===== src/rtl/jk_bank_driver.sv =====
// Drives the J/K inputs of an external jkff bank toward a latched target, retrying up to MAX_TRIES.
// Nominal latency: DONE in cycle 4 after accept, +3 cycles per retry; T_READY only in IDLE, T_VALID ignored otherwise.
module jk_bank_driver #(
  parameter int WIDTH     = 4,
  parameter int MAX_TRIES = 3
) (
  input  logic             CLK,
  input  logic             RESET,
  input  logic [WIDTH-1:0] TARGET,
  input  logic             T_VALID,
  output logic             T_READY,
  input  logic [WIDTH-1:0] Q_FB,
  output logic [WIDTH-1:0] J,
  output logic [WIDTH-1:0] K,
  output logic             BUSY,
  output logic             DONE,
  output logic             ERROR,
  output logic [WIDTH-1:0] FAIL_MASK
);

  localparam int AW = $clog2(MAX_TRIES + 1);
  localparam logic [AW-1:0] LAST_TRY = AW'(MAX_TRIES - 1);

  typedef enum logic [1:0] {
    S_IDLE,
    S_EXCITE,
    S_APPLY,
    S_CHECK
  } state_t;

  state_t          state_q, state_d;
  logic [WIDTH-1:0] tgt_q, tgt_d;
  logic [AW-1:0]    attempt_q, attempt_d;
  logic [WIDTH-1:0] j_q, j_d;
  logic [WIDTH-1:0] k_q, k_d;
  logic             done_q, done_d;
  logic             error_q, error_d;
  logic [WIDTH-1:0] fail_mask_q, fail_mask_d;
  logic [WIDTH-1:0] mismatch;

  assign mismatch = Q_FB ^ tgt_q;

  always_ff @(posedge CLK or posedge RESET) begin
    if (RESET) begin
      state_q     <= S_IDLE;
      tgt_q       <= '0;
      attempt_q   <= '0;
      j_q         <= '0;
      k_q         <= '0;
      done_q      <= 1'b0;
      error_q     <= 1'b0;
      fail_mask_q <= '0;
    end else begin
      state_q     <= state_d;
      tgt_q       <= tgt_d;
      attempt_q   <= attempt_d;
      j_q         <= j_d;
      k_q         <= k_d;
      done_q      <= done_d;
      error_q     <= error_d;
      fail_mask_q <= fail_mask_d;
    end
  end

  always_comb begin
    state_d     = state_q;
    tgt_d       = tgt_q;
    attempt_d   = attempt_q;
    j_d         = '0;
    k_d         = '0;
    done_d      = 1'b0;
    error_d     = 1'b0;
    fail_mask_d = fail_mask_q;

    case (state_q)
      S_IDLE: begin
        if (T_VALID) begin
          tgt_d       = TARGET;
          attempt_d   = '0;
          fail_mask_d = '0;
          state_d     = S_EXCITE;
        end
      end
      S_EXCITE: begin
        // Minimal excitation: set-only or reset-only, never toggle.
        j_d     = tgt_q & ~Q_FB;
        k_d     = ~tgt_q & Q_FB;
        state_d = S_APPLY;
      end
      S_APPLY: begin
        state_d = S_CHECK;
      end
      S_CHECK: begin
        fail_mask_d = mismatch;
        if (mismatch == '0) begin
          done_d  = 1'b1;
          state_d = S_IDLE;
        end else if (attempt_q == LAST_TRY) begin
          error_d = 1'b1;
          state_d = S_IDLE;
        end else begin
          attempt_d = attempt_q + AW'(1);
          state_d   = S_EXCITE;
        end
      end
      default: begin
        state_d = S_IDLE;
      end
    endcase
  end

  assign T_READY   = (state_q == S_IDLE);
  assign BUSY      = (state_q != S_IDLE);
  assign J         = j_q;
  assign K         = k_q;
  assign DONE      = done_q;
  assign ERROR     = error_q;
  assign FAIL_MASK = fail_mask_q;

endmodule


===== config.mk =====
export PLATFORM = sky130hd
export DESIGN_NAME = jk_bank_driver
export DESIGN_NICKNAME = d
export VERILOG_FILES = /design/src/rtl/jk_bank_driver.sv
export SDC_FILE = /design/constraint.sdc
export NUM_CORES = 1
export LEC_CHECK = 0
export CAP_MARGIN = 20
export CORE_ASPECT_RATIO = 1.25
export CORE_MARGIN = 2
export CORE_UTILIZATION = 40
export DETAILED_ROUTE_END_ITERATION = 16
export GPL_ROUTABILITY_DRIVEN = 0
export PLACE_DENSITY = 0.66
export SLEW_MARGIN = 40
export SYNTH_ARGS = -nofsm -noshare
export SYNTH_HDL_FRONTEND = slang
export SYNTH_SLANG_ARGS = --single-unit

===== constraint.sdc =====
create_clock -name CLK -period 1.9 [get_ports CLK]
set_input_delay 0.38 -clock CLK [delete_from_list [all_inputs] [get_ports CLK]]
set_output_delay 0.38 -clock CLK [all_outputs]
set_load 0.03 [all_outputs]

# After elaboration in Yosys (flattened, before gate mapping)
# Index checks and enable logic that the tools add are counted.
# classes
add_sub_neg,1
eq_ne,7
mux,17
bitwise,5
reduce_logical,7
# op_table
operator,count
$mux 4,3
$and 4x4->4,2
$mux 2,4
$not 4->4,2
$pmux 2 s4,1
$pmux 4 s2,1
$mux 1,7
$eq 2x2->1 const B,3
$ne 2x2->1 const B,3
$logic_not 4->1,1
$pmux 2 s2,1
$reduce_and 2->1,2
$reduce_and 4->1,1
$reduce_bool 2->1,2
$xor 4x4->4,1
$add 2x1->2 const B,1
$eq 2x1->1 const B,1
$logic_not 2->1,1
# word_totals
ff_bits,22
in_bits,11
output_inout_bits,16
word_cells,45

# Longest topological paths before layout
# Gate-level depths: netlist (run 1).
# depth
depth_word,4
ltp_mapped,7
ltp_nobuf,5

# Worst setup path before layout (run 1)
# Ideal clock, no wire load.
# synth_timing
path_type,reg2reg
start,register state_q[0]
end,register attempt_q[0]
setup_ps,69
arrival_time_ps,1682
setup_slack_ps,149
path_stages_with_launch,8
path_buffers,2
path_cell_list,dfrtp_1 > inv_1 > ha_1 > buf_6 > nor2b_4 > buf_6 > or4_1 > nand3_1
# synth_between
elab_chain_len,3
# synth_lines
item,line,rtl
from (decl),31,"state_t state_q, state_d;"
from (signal assigned),54,state_q <= state_d;
$logic_not 2->1 *,-,
net T_READY,11,"output logic T_READY,"
$ne 2x2->1 (no source line) or $reduce_bool 2->1 (tied branches),-,
$reduce_and 4->1 (no source line),-,
to (signal assigned),56,attempt_q <= attempt_d;
to (decl),33,"logic [AW-1:0] attempt_q, attempt_d;"
# Mark *: on every way through the listed nets, which the timed path passes. The rest lies on a longest branch.
# A chain may end at the register's enable or synchronous reset.

# Final worst setup path (run 1)
# layout_timing
start,input port Q_FB[0]
end,register attempt_q[1]
# layout_between
elab_chain_len,4
# layout_lines
item,line,rtl
from (decl),12,"input logic [WIDTH-1:0] Q_FB,"
$xor 4x4->4,41,assign mismatch = Q_FB ^ tgt_q;
$logic_not 4->1,95,if (mismatch == '0) begin
$ne 2x2->1 (no source line),-,
$reduce_and 4->1 (no source line),-,
# Every way passes these cells.

==> results.yml, run 1 <==
synth:
  ys_warn_count: 0
  post_synthesis_cell_area_sq_um: 1096
  synth_largest_area_cell: "sky130_fd_sc_hd__dfrtp_1"
  synth.net_count: 122
  yosysUniqueCellTypes: 23
  syn-mean-instance-area_sq_um: 11.07
  synth.ff_latch_count: 22
  synth_top_cells_by_area: "sky130_fd_sc_hd__dfrtp_1, sky130_fd_sc_hd__ha_1, sky130_fd_sc_hd__mux2_2, sky130_fd_sc_hd__and2_1, sky130_fd_sc_hd__inv_1"
  synth_top_area_frac: 0.5023
  synth_seq_area_share: 0.5023
  synth_cells: 99
sta:
  hold_viol: 0
  tightest_slew_ns: 0.3109
  timing.fmax_mhz: 558.9
  finalCriticalPeriod_ns: 1.789
  finalSetupViolCount: 0
  rsz0062_at_grt: "no"
  skew_ns: 0.003602
  timing.max_slew.rel_slack: 0.7921
  final_min_period_over_clock_period: 0.9417
  final-max-slew-violation-count: 0
  final.setup.worst_slack_ns: 0.1108
  finalHoldWorstSlack_ns: 0.3997
clock_tree:
  cts-root-buf: "sky130_fd_sc_hd__clkbuf_4"
  clk_pin_slew_ns: 0.12
  cts.sinks: 22
  tritoncts: "built"
  cts_buffers: 3
  clock_tree.buffer_depth: 2
  cts_hold_buffers: 0
  insertion_delay_to_the_later_sink_of_the_worst_skew_pair_ns: 0.30
  cts.htree.levels: 1
detailed_routing:
  drt_first_pass_iters: 4
  route.detailed.vias_per_inst: 4.857
  drt_first_iter_violations: 11
  route.detailed.drc: 0
  wl_microns: 2049
  dr_total_vias: 816
  ant_nets: 0
  wl_per_cell_microns: 12.20
cells_and_area:
  fraction_of_layout_instances_using_a_drive_strength_above_1: 0.1642
  finish.cell_count_without_fillers: 168
  stdcell_area_sq_um: 1465
  layout.cells.most_common_list: "sky130_fd_sc_hd__clkdlybuf4s50_1, sky130_fd_sc_hd__dfrtp_1, sky130_fd_sc_hd__inv_1"
  flow.area_growth_from_synthesis_pct: 33.68
  antenna_cells_inserted: 0
  final_net_count: 158
  final_common_cell: "sky130_fd_sc_hd__clkdlybuf4s50_1"
critical_path:
  setup.worst_path.class: "input pin to flip-flop"
  r2r_slack_ns: 0.32
  arrival_time_of_data_at_the_critical_path_endpoint_ns: 2.03
  critPathMaxFanout: 6
  cp_cell_sequence: "clkdlybuf4s50_1 -> inv_1 -> ha_1 -> a41o_1 -> or4_1 -> nand4_1"
  crit_path_top_delay_cell: "sky130_fd_sc_hd__clkdlybuf4s50_1"
  cp.required_ns: 2.14
  crit_path_start_kind: "input pin"
  worst_setup_ep_type: "flip-flop"
  critical-path-max-stage-delay_ns: 0.49
place:
  post-place-cells: 164
  numPortBuffers: 26
  post-place-ws_ns: -0.2104
  detailed_place.area_sq_um: 1426
  dp_hpwl_microns: 1593
run:
  cap_violations: 0
die:
  num_io_pins: 27
  fp.dieH_microns: 62.53
  fp.dieArea_sq_um: 3178
  core_sq_um: 2654
  placement_rows: 21
  die_w_microns: 50.82
  initial_utilization: 0.4130
global_routing:
  grtUsageTotal: 0.1448
  overflow: 0
  grt_first_pass_wirelength_microns: 3643
  number_of_antenna_violations_at_the_first_check_in_global_routing: 0
  vias_in_the_first_global_route: 831
  grt_start_max_net_pins: 23
pwr:
  total_leakage_power_uw: 0.0007102
  power.density_cell_area_nw_per_um2: 1501
  ir_drop_mv: 0.8866
  finalPower_uw: 2199
outcome:
  outcome: "complete, no violations"
hold_path:
  hp-class: "input pin to asynchronous set/reset pin"
==> layer usage <==
layer,track usage,share of wire
met1,0.1806,0.41
met5,0,0
met3,0.02632,0.059
met2,0.2615,0.52
met4,0.02027,0.0068
==> critical path: cells and delay by family <==
family,cells,cell delay (ns)
AOI/OAI and AO/OA,1,0.29
adders and majority gates,1,0.30
buffers and inverters,2,0.54
and+or+nand+nor,2,0.51
==> cell type report <==
class / instances / area [sq um]
tap: 34 / 42.54
multi-input combinational: 60 / 467.9
sequential: 22 / 550.5
fill: 249 / 1189
inverter: 14 / 52.55
clock buffer: 4 / 36.28
timing repair buffer: 34 / 315.3
==> metrics by stage <==
step           setup TNS, ns    util
5_1_grt                    0  0.5521
4_1_cts                    0  0.5512
3_5_place_dp         -0.4165  0.5375
2_1_floorplan              0       -
3_3_place_gp         -0.2926  0.5375
6_report                   0  0.5521
==> where the power goes <==
part	switching, uW	internal (uW)	total [uW]	leakage (uW)
Clock	134	117	251	0.0000210
Sequential	104	639	743	0.000283
Combinational	654	551	1210	0.000406
Total	892	1310	2200	0.000710
==> synthesized netlist by cell type, drive strengths merged <==
master / count
dfrtp: 22
inv: 14
ha: 12
and2: 8
mux2: 5
nand2: 5
o21ai: 5
nor2b: 4
a21oi: 3
buf: 3
nand3: 3
nor2: 3
o221ai: 3
nand4: 2
or4: 2
a41o: 1
and3: 1
o21a: 1
o31ai: 1
or3: 1
==> cells by family after synthesis <==
group           share of synthesized area
buf+inv                           0.07305
simple gates                       0.1530
fa+ha+maj                          0.1370
mux                               0.05137
compound gates                    0.08334
flops                              0.5023
==> what timing repair did <==
item,4_1_cts,5_1_grt
resized for setup,0,1
hold endpoints to repair,0,0
setup buffers,0,0
endpoints found under the setup margin,0,1
==> state kept, by name, summed over array words and instances (netlist names) <==
| signal | flops |
|---|---|
| K | 4 |
| attempt_q | 2 |
| J | 4 |
| FAIL_MASK | 4 |
| ERROR | 1 |
| tgt_q | 4 |
| state_q | 2 |
| DONE | 1 |
==> worst paths after layout <==
kind / depth (start not counted) / to / startpoint
max: 6 / attempt_q[1] / Q_FB[0]
min: 3 / J[3] / RESET
max reg2reg: 4 / attempt_q[1] / tgt_q[0]
min reg2reg: 2 / FAIL_MASK[0] / FAIL_MASK[0]
max in group asynchronous: 3 / state_q[1] / RESET
min in group CLK: 2 / FAIL_MASK[0] / FAIL_MASK[0]
(Power assumes the default switching activity.)
==> inputs of run 2 (changes only) <==
--- a/config.mk
+++ b/config.mk
@@ -5,7 +5,7 @@
 export SDC_FILE = /design/constraint.sdc
 export NUM_CORES = 1
 export LEC_CHECK = 0
-export CAP_MARGIN = 20
+export CAP_MARGIN = 30
 export CORE_ASPECT_RATIO = 1.25
 export CORE_MARGIN = 2
 export CORE_UTILIZATION = 40
==> results of run 2 <==
Final layout, timing and power as in run 1 (identical DEF).
==> inputs of run 3 (changes only) <==
--- a/config.mk
+++ b/config.mk
@@ -7,10 +7,11 @@
 export LEC_CHECK = 0
 export CAP_MARGIN = 30
 export CORE_ASPECT_RATIO = 1.25
-export CORE_MARGIN = 2
+export CORE_MARGIN = 3
 export CORE_UTILIZATION = 40
 export DETAILED_ROUTE_END_ITERATION = 16
 export GPL_ROUTABILITY_DRIVEN = 0
+export MAX_ROUTING_LAYER = met4
 export PLACE_DENSITY = 0.66
 export SLEW_MARGIN = 40
 export SYNTH_ARGS = -nofsm -noshare
==> results.yml, run 3 (synthesized netlist as in run 1, its figures left out) <==
outcome:
  outcome: "complete, no violations"
cells_and_area:
  antenna_cells_inserted: 0
  fraction_of_layout_instances_using_a_drive_strength_above_1: 0.1364
  area.sequential_sq_um: 550.5
  finish.cell_count_without_fillers: 165
  final_net_count: 156
  layout.filler_cells: 222
  flow.area_growth_from_synthesis_pct: 32.19
  final_common_cell: "sky130_fd_sc_hd__clkdlybuf4s50_1"
  layout.cells.most_common_list: "sky130_fd_sc_hd__clkdlybuf4s50_1, sky130_fd_sc_hd__dfrtp_1, sky130_fd_sc_hd__inv_1"
  multi_input_comb_area_sq_um: 465.4
  stdcell_area_sq_um: 1449
sta:
  fin_tns_setup_ns: 0
  rsz0062_at_grt: "no"
  skew_ns: 0.003361
  finalSetupViolCount: 0
  timing.fmax_mhz: 552.1
  finalCriticalPeriod_ns: 1.811
  tightest_slew_ns: 0.3228
  final_min_period_over_clock_period: 0.9534
  final.setup.worst_slack_ns: 0.08861
  timing.max_slew.rel_slack: 0.7841
  hold_viol: 0
  final-max-slew-violation-count: 0
die:
  fp.dieH_microns: 64.53
  fp.dieArea_sq_um: 3408
  core_sq_um: 2527
  num_io_pins: 27
  die_w_microns: 52.82
  placement_rows: 20
  initial_utilization: 0.4337
place:
  post-place-ws_ns: -0.2260
  dp_hpwl_microns: 1655
  detailed_place.area_sq_um: 1413
  post-place-cells: 161
  numPortBuffers: 26
detailed_routing:
  route.detailed.vias_per_inst: 5.012
  wl_microns: 2094
  ant_nets: 0
  route.detailed.drc: 0
  dr_total_vias: 827
  drt_first_pass_iters: 4
  drt_first_iter_violations: 25
  wl_per_cell_microns: 12.69
pwr:
  sequentialPowerShare: 0.340
  sw_frac_of_total: 0.4078
  power.switching_uw: 894.4
  total_leakage_power_uw: 0.0007030
  power.density_cell_area_nw_per_um2: 1514
  internal-power_uw: 1299
  share_clk_of_total_power: 0.116
  ir_drop_mv: 0.8286
  power.combinational.fraction: 0.543
  finalPower_uw: 2193
critical_path:
  timing.rr.start: "state_q[0]"
  critPathMaxFanout: 5
  critical_path.reg2reg.endpoint: "attempt_q[0]"
  worst_setup_ep_type: "flip-flop"
  crit_path_start_kind: "input pin"
  arrival_time_of_data_at_the_critical_path_endpoint_ns: 2.06
  setup.worst_path.class: "input pin to flip-flop"
  r2r_slack_ns: 0.24
  cp.required_ns: 2.14
  worstRegToRegCells: 6
global_routing:
  grtUsageTotal: 0.1419
  grt_start_max_net_pins: 23
  grt_first_pass_wirelength_microns: 3622
  vias_in_the_first_global_route: 859
  overflow: 0
  number_of_antenna_violations_at_the_first_check_in_global_routing: 0
clock_tree:
  cts_hold_buffers: 0
  insertion_delay_to_the_later_sink_of_the_worst_skew_pair_ns: 0.30
  cts-root-buf: "sky130_fd_sc_hd__clkbuf_4"
  cts.sinks: 22
  clock_tree.buffer_depth: 2
  tritoncts: "built"
  clk_pin_slew_ns: 0.12
  cts_buffers: 3
  cts.htree.levels: 1
hold_path:
  hp-class: "input pin to asynchronous set/reset pin"
run:
  cap_violations: 0
-- run 3: cell types whose count changed in the layout (fill, tap and decap cells not counted), sizes merged --
cell,change
buf,-3
clkdlybuf4s15,+1
-- run 3: worst max-delay path by stage --
stage / startpoint / to / slack [ns] / cells after the start
after global placement: Q_FB[0] / attempt_q[0] / -0.18 / 6
after floorplan: state_q[0] / attempt_q[0] / 0.15 / 7
after global routing: state_q[1] / BUSY / 0.004 / 4
after CTS: state_q[0] / BUSY / 0.05 / 4
final: Q_FB[2] / attempt_q[1] / 0.09 / 6
after detailed placement: Q_FB[2] / attempt_q[1] / -0.23 / 6
-- run 3: layer usage --
layer  GRT usage  wire [microns]  part of all wire  vias up
met1      0.1557             838              0.40      405
met5           -               0                 0        -
met2      0.2624            1137              0.54       24
met3     0.02299              99             0.047        2
li1            -               -                 -      396
met4     0.02875              18            0.0086        0
-- run 3: power groups by stage --
stage | Clock (uW) | Combinational (uW) | Sequential, uW
floorplan | 0 | 650 | 899
global placement | 0 | 1180 | 746
detailed placement | 0 | 1210 | 760
CTS | 265 | 1200 | 749
global route | 283 | 1310 | 772
finish | 255 | 1190 | 747
-- run 3: layout make-up --
type,instances,area share
multi-input combinational,60,0.3212
inverter,14,0.03627
clock buffer,4,0.02504
tap,33,0.02850
timing repair buffer,32,0.2090
sequential,22,0.3800
-- run 3: critical path, cell delays in order --
cell                              delay (ns)
sky130_fd_sc_hd__clkdlybuf4s50_1        0.49
sky130_fd_sc_hd__inv_1                  0.05
sky130_fd_sc_hd__ha_1                   0.33
sky130_fd_sc_hd__a41o_1                 0.29
sky130_fd_sc_hd__or4_1                  0.41
sky130_fd_sc_hd__nand4_1                0.10
-- run 3: stage by stage --
stage	hold WS, ns	utilization
3_5_place_dp	0.5061	0.5589
3_3_place_gp	0.5013	0.5589
4_1_cts	0.4070	0.5728
5_1_grt	0.4171	0.5733
6_report	0.4024	0.5733
2_1_floorplan	0.3692	-
-- run 3: what timing repair did --
| item | CTS | global route |
|---|---|---|
| setup endpoints to repair | 1 | 1 |
| gates resized for setup | 1 | 1 |
| buffers inserted | 0 | 0 |
==> edit 1 (config.mk and constraints of run 2) <==
Change the parameter `MAX_TRIES` from 3 to 6.
--- a/src/rtl/jk_bank_driver.sv
+++ b/src/rtl/jk_bank_driver.sv
@@ -2,7 +2,7 @@
 // Nominal latency: DONE in cycle 4 after accept, +3 cycles per retry; T_READY only in IDLE, T_VALID ignored otherwise.
 module jk_bank_driver #(
   parameter int WIDTH     = 4,
-  parameter int MAX_TRIES = 3
+  parameter int MAX_TRIES = 6
 ) (
   input  logic             CLK,
   input  logic             RESET,
Check against the original RTL: same outputs for any inputs over 10 cycles, from zero or initial values and one cycle with RESET high; that may be too few to reach the edited logic, so the function may still have changed.
==> edit 1 against run 2 <==
Worst setup slack worse by 0.029 ns. Power down 4.3%. Final area grew 3.6%. Clock skew barely moved. Worst hold slack improved by 0.0062 ns. Routed wire length shrank 3.9%. Sequential cell count rose by 1. Sequential power is 2% lower. Area after synthesis shrank 1.6%. Largest power group unchanged.
==> edit 1: results (changes against run 2) <==
drive_above_1_share_pct: 18.8  # was 16.4%
ys_top_cells_by_count: "dfrtp_1 (23), inv_1 (14), ha_1 (13)"  # was dfrtp_1 (22), inv_1 (13), ha_1 (12)
clockRootBuffer: "clkbuf_4"  # unchanged
wl_per_cell_um: 11.5  # was 12.2 um
grt_max_degree: 24  # was 23
synth_area_leaders: "dfrtp_1 (53%), ha_1 (15%), inv_1 (4.9%)"  # was dfrtp_1 (50%), ha_1 (14%), mux2_2 (5.1%)
grt_usage_pct: 13.9  # was 14.5%
diodes: 0  # unchanged
cpMaxStageDelayCell: "dfrtp_1"  # was clkdlybuf4s50_1
peakVddDrop_mv: 0.866  # was 0.887 mV
power.leakage_nw: 0.757  # was 0.710 nW
synth.distinct_cells: 22  # was 23
cp_slowest_stage_delay_ns: 0.41  # was 0.49 ns
fin_worst_skew_ns: 0.00410  # was 0.00360 ns
ys_warn_count: 0  # unchanged
drtIter0Drc: 9  # was 11
async_flop_share_pct: 100  # unchanged
worst-slew-pin-transition_ns: 0.313  # was 0.311 ns
status: "finished clean"  # unchanged
crit_arrival_ns: 1.44  # was 2.03 ns
vias_per_cell: 4.54  # was 4.86
synth-seq-area-share_pct: 53.4  # was 50.2%
grt_pass1_vias: 800  # was 831
io_buffers: 26  # unchanged
grt_pass1_wl_um: 3300  # was 3640 um
dpl.hpwl_um: 1560  # was 1590 um
h-tree-depth: 1  # unchanged
numCtsBuffers: 3  # unchanged
antenna_found_initial: 0  # unchanged
hold_path_class: "in2async"  # unchanged
path_max_fanout: 4  # was 6
preCtsSetupSlack_ns: -0.274  # was -0.210 ns
final_nets: 163  # was 158
clk_path_buf_depth: 2  # unchanged
drt_first_pass_iters: 2  # was 4
path_clk_slew_ns: 0.12  # about the same
n_fill_cell: 226  # was 249
syn_nets: 118  # was 122
clk-insertion-delay-late_ns: 0.30  # about the same
==> edit 1: path summary, 6_finish.rpt <==
| path | from | endpoint | slack [ns] | cells past startpoint |
|---|---|---|---|---|
| worst max-delay path | state_q[1]$_DFFE_PP0P_ | T_READY | 0.08 | 3 |
| worst min-delay path | RESET | tgt_q[0]$_DFFE_PP0P_ | 0.41 | 3 |
| worst max register to register | state_q[0]$_DFFE_PP0P_ | attempt_q[0]$_DFFE_PP0P_ | 0.11 | 7 |
| worst min register to register | FAIL_MASK[1]$_DFFE_PP0P_ | FAIL_MASK[1]$_DFFE_PP0P_ | 0.50 | 2 |
| max in group asynchronous | RESET | tgt_q[1]$_DFFE_PP0P_ | 1.27 | 3 |
| min in group CLK | FAIL_MASK[1]$_DFFE_PP0P_ | FAIL_MASK[1]$_DFFE_PP0P_ | 0.50 | 2 |
==> edit 1: metrics by stage <==
stage	std cells	TNS (ns)	utilization, %	area, um^2	total power, mW
2_1_floorplan	94	0	-	1080	1.40
3_3_place_gp	166	-0.646	56.0	1470	1.84
3_5_place_dp	166	-0.773	56.0	1470	1.89
4_1_cts	170	0	56.9	1500	2.09
5_1_grt	172	0	57.8	1520	2.28
6_report	172	0	57.8	1520	2.10
==> edit 1: critical path: cells and delay by family (launching register included) <==
kind | cells | cell delay [ns]
buf+inv | 2 | 0.51
flops | 1 | 0.41
fa+ha+maj | 1 | 0.23
==> edit 1: where the power goes <==
group          switching, mW  leakage, nW  internal [mW]
Sequential            0.0882        0.301          0.643
Clock                  0.137       0.0150         0.0818
Combinational          0.603        0.440          0.552
==> edit 1: area by class of cell <==
cell class	count	area, um^2	area share (%)
Sequential cell	23	576	37.9
Inverter	14	52.6	3.46
Multi-Input combinational cell	57	455	30.0
Tap cell	34	42.5	2.80
Clock buffer	4	26.3	1.73
Timing Repair Buffer	40	365	24.1
==> edit 1: logic make-up (layout without fill, tap and decap cells) <==
group           after synthesis  count (layout)  synth area share, %
compound gates               12              12                 7.42
fa+ha+maj                    13              13                 15.1
buf+inv                      14              58                 4.87
flops                        23              23                 53.4
mux                           6               6                 6.15
simple gates                 26              26                 13.1
==> edit 1: timing repair <==
item / CTS / global route
cloned: 0 / 0
buffers inserted: 0 / 2
pin swaps: 0 / 1
resized for setup: 2 / 3
endpoints found under the setup margin: 2 / 3
hold buffers: 0 / 0
==> edit 1: layer usage <==
metal | GRT usage, % | share of wire [%] | up-vias
li1 | - | - | 390
met1 | 15.1 | 40 | 370
met2 | 27.8 | 56 | 21
met3 | 1.91 | 4.5 | 0
met4 | 4.63 | 0 | 0
met5 | 0 | 0 | -
==> edit 2 (settings of run 2) <==
Made on the original files. The 4 states of `state_t` get a one-hot encoding in 4 bits.
--- a/src/rtl/jk_bank_driver.sv
+++ b/src/rtl/jk_bank_driver.sv
@@ -21,11 +21,11 @@
   localparam int AW = $clog2(MAX_TRIES + 1);
   localparam logic [AW-1:0] LAST_TRY = AW'(MAX_TRIES - 1);
 
-  typedef enum logic [1:0] {
-    S_IDLE,
-    S_EXCITE,
-    S_APPLY,
-    S_CHECK
+  typedef enum logic [3:0] {
+    S_IDLE   = 4'b0001,
+    S_EXCITE = 4'b0010,
+    S_APPLY  = 4'b0100,
+    S_CHECK  = 4'b1000
   } state_t;
 
   state_t          state_q, state_d;
Formal check against the unedited RTL: no difference found for any inputs over 10 cycles, from zero or initial values and one cycle with RESET high; not proved beyond that.
==> edit 2 against run 2 <==
Worst setup slack lost 0.027 ns. Final area up 5.1%. Area after synthesis decreased by 1.7%. Clock skew hardly changed. Power shrank 22%. Combinational power decreased by 36%. Routed wire length fell by 2.2%. Sequential cell count increased by 2. Worst hold slack got worse by 0.0019 ns. Critical endpoint is now T_READY. Largest power group unchanged. Highest routed layer unchanged.
==> edit 2: results (changes against run 2) <==
crit_path_end: "T_READY"  # was attempt_q[1]$_DFFE_PP0P_
reg2reg_to: "FAIL_MASK[2]$_DFFE_PP0P_"  # was attempt_q[1]$_DFFE_PP0P_
grt_pass1_wl_um: 3150  # was 3640 um
grt_pass1_vias: 722  # was 831
r2r_setup_slack_ns: 0.11  # was 0.32 ns
numCtsBuffers: 3  # unchanged
ys_warn_count: 0  # unchanged
grt_max_degree: 25  # was 23
worst-slew-pin-transition_ns: 0.449  # was 0.311 ns
drt_first_pass_iters: 3  # was 4
synthMuxAreaShare_pct: 2.32  # was 5.14%
async_flop_share_pct: 100  # unchanged
synthXorXnorAreaFrac_pct: 0.813  # was 0%
crit_arrival_ns: 1.44  # was 2.03 ns
diodes: 0  # unchanged
syn_nets: 113  # was 122
status: "finished clean"  # unchanged
io_buffers: 26  # unchanged
clk-insertion-delay-late_ns: 0.31
r2r_start: "state_q[0]$_DFFE_PP1P_"  # was tgt_q[0]$_DFFE_PP0P_
peakVddDrop_mv: 0.740  # was 0.887 mV
finalWirelength_um: 2000  # was 2050 um
r2r_cells: 5  # was 4
n_fill_cell: 230  # was 249
via_count: 809  # was 816
synth.distinct_cells: 27  # was 23
internal_power_mw: 1.11  # was 1.31 mW
synth-seq-area-share_pct: 55.9  # was 50.2%
power.leakage_nw: 0.770  # was 0.710 nW
path_max_fanout: 5  # was 6
final_nets: 158  # unchanged
grt_usage_pct: 13.7  # was 14.5%
clk_path_buf_depth: 2  # unchanged
ys_top_cells_by_count: "dfrtp_1 (23), inv_1 (12), ha_1 (9)"  # was dfrtp_1 (22), inv_1 (13), ha_1 (12)
synth_top_family_by_area: "simple AND/OR/NAND/NOR gates"  # unchanged
cpMaxStageDelayCell: "dfstp_2"  # was clkdlybuf4s50_1
synth-compound-area-share_pct: 8.36  # was 8.33%
critPathTopFamily: "flip-flops"  # was buffers and inverters
dpl.hpwl_um: 1500  # was 1590 um
cp_slowest_stage_delay_ns: 0.59  # was 0.49 ns
drtIter0Drc: 7  # was 11
clockRootBuffer: "clkbuf_4"  # unchanged
drive_above_1_share_pct: 20.4  # was 16.4%
ant_nets: 0  # unchanged
synth_area_leaders: "dfrtp_1 (53%), ha_1 (10%), and2_1 (4.6%)"  # was dfrtp_1 (50%), ha_1 (14%), mux2_2 (5.1%)
grt-ovfl-total: 0  # unchanged
yosys.area_share.adder_pct: 10.5  # was 13.7%
antenna_found_initial: 0  # unchanged
fin_worst_skew_ns: 0.00350  # was 0.00360 ns
critPathLaunchType: "flip-flop"  # was input port
## edit 2: changes by cell type in the layout (fill, tap and decap cells not counted), moves of 2 or more
| cell | delta |
|---|---|
| buf_4 | +6 |
| or4_1 | -2 |
| o221ai_1 | -3 |
| nand2_1 | +2 |
| nor4b_1 | +2 |
| o22ai_1 | +4 |
| nor2b_1 | -3 |
| ha_1 | -2 |
| mux2_2 | -5 |
| a21oi_1 | -2 |
## edit 2: area by class of cell
cell class | count | area [um^2] | share of cell area, %
Sequential cell | 24 | 602 | 39.1
Multi-Input combinational cell | 54 | 418 | 27.1
Timing Repair Buffer | 43 | 397 | 25.8
Inverter | 12 | 45.0 | 2.92
Tap cell | 34 | 42.5 | 2.76
Clock buffer | 4 | 36.3 | 2.36
## edit 2: kinds of logic (layout without fill, tap and decap cells)
family | Yosys count | after routing
simple gates | 28 | 28
flops | 24 | 24
buf+inv | 15 | 59
compound gates | 14 | 14
fa+ha+maj | 9 | 9
mux | 2 | 2
xor+xnor | 1 | 1
## edit 2: what timing repair did
action,4_1_cts,5_1_grt
endpoints found under the setup margin,1,2
gates resized for setup,3,3
buffers inserted,0,1
endpoints found under the hold margin,0,0
cloned,0,0
## edit 2: power groups by stage
stage,Combinational (mW),Sequential (mW),Clock [mW]
2_1_floorplan,0.350,0.712,0
3_3_place_gp,0.696,0.677,0
3_5_place_dp,0.703,0.682,0
4_1_cts,0.703,0.672,0.272
5_1_grt,0.839,0.685,0.300
6_report,0.770,0.673,0.265
## edit 2: per-stage QoR
stage	std cells	hold WS (ns)	instance area [um^2]	setup slack (ns)	total power, mW
2_1_floorplan	93	0.394	1080	0.0533	1.06
3_3_place_gp	166	0.524	1490	-0.138	1.37
3_5_place_dp	166	0.526	1490	-0.168	1.39
4_1_cts	170	0.405	1520	0.00154	1.65
5_1_grt	171	0.429	1540	-0.00397	1.82
6_report	171	0.398	1540	0.0835	1.71
## edit 2: worst min-delay path by stage
stage	start	endpoint	cells past startpoint	slack, ns
2_1_floorplan	RESET	DONE$_DFF_PP0_	1	0.39
3_3_place_gp	FAIL_MASK[1]$_DFFE_PP0P_	FAIL_MASK[1]$_DFFE_PP0P_	2	0.52
3_5_place_dp	FAIL_MASK[1]$_DFFE_PP0P_	FAIL_MASK[1]$_DFFE_PP0P_	2	0.53
4_1_cts	RESET	K[3]$_DFF_PP0_	3	0.40
5_1_grt	RESET	FAIL_MASK[0]$_DFFE_PP0P_	3	0.43
6_report	RESET	K[3]$_DFF_PP0_	3	0.40
## edit 2: metal layers
metal  vias to the layer above  share of wire, %  track usage, %
li1                        399                 -               -
met1                       387                43            16.4
met2                        19                52            24.1
met3                         4               3.8            2.39
met4                         0               1.4            6.95
met5                         -                 0               0
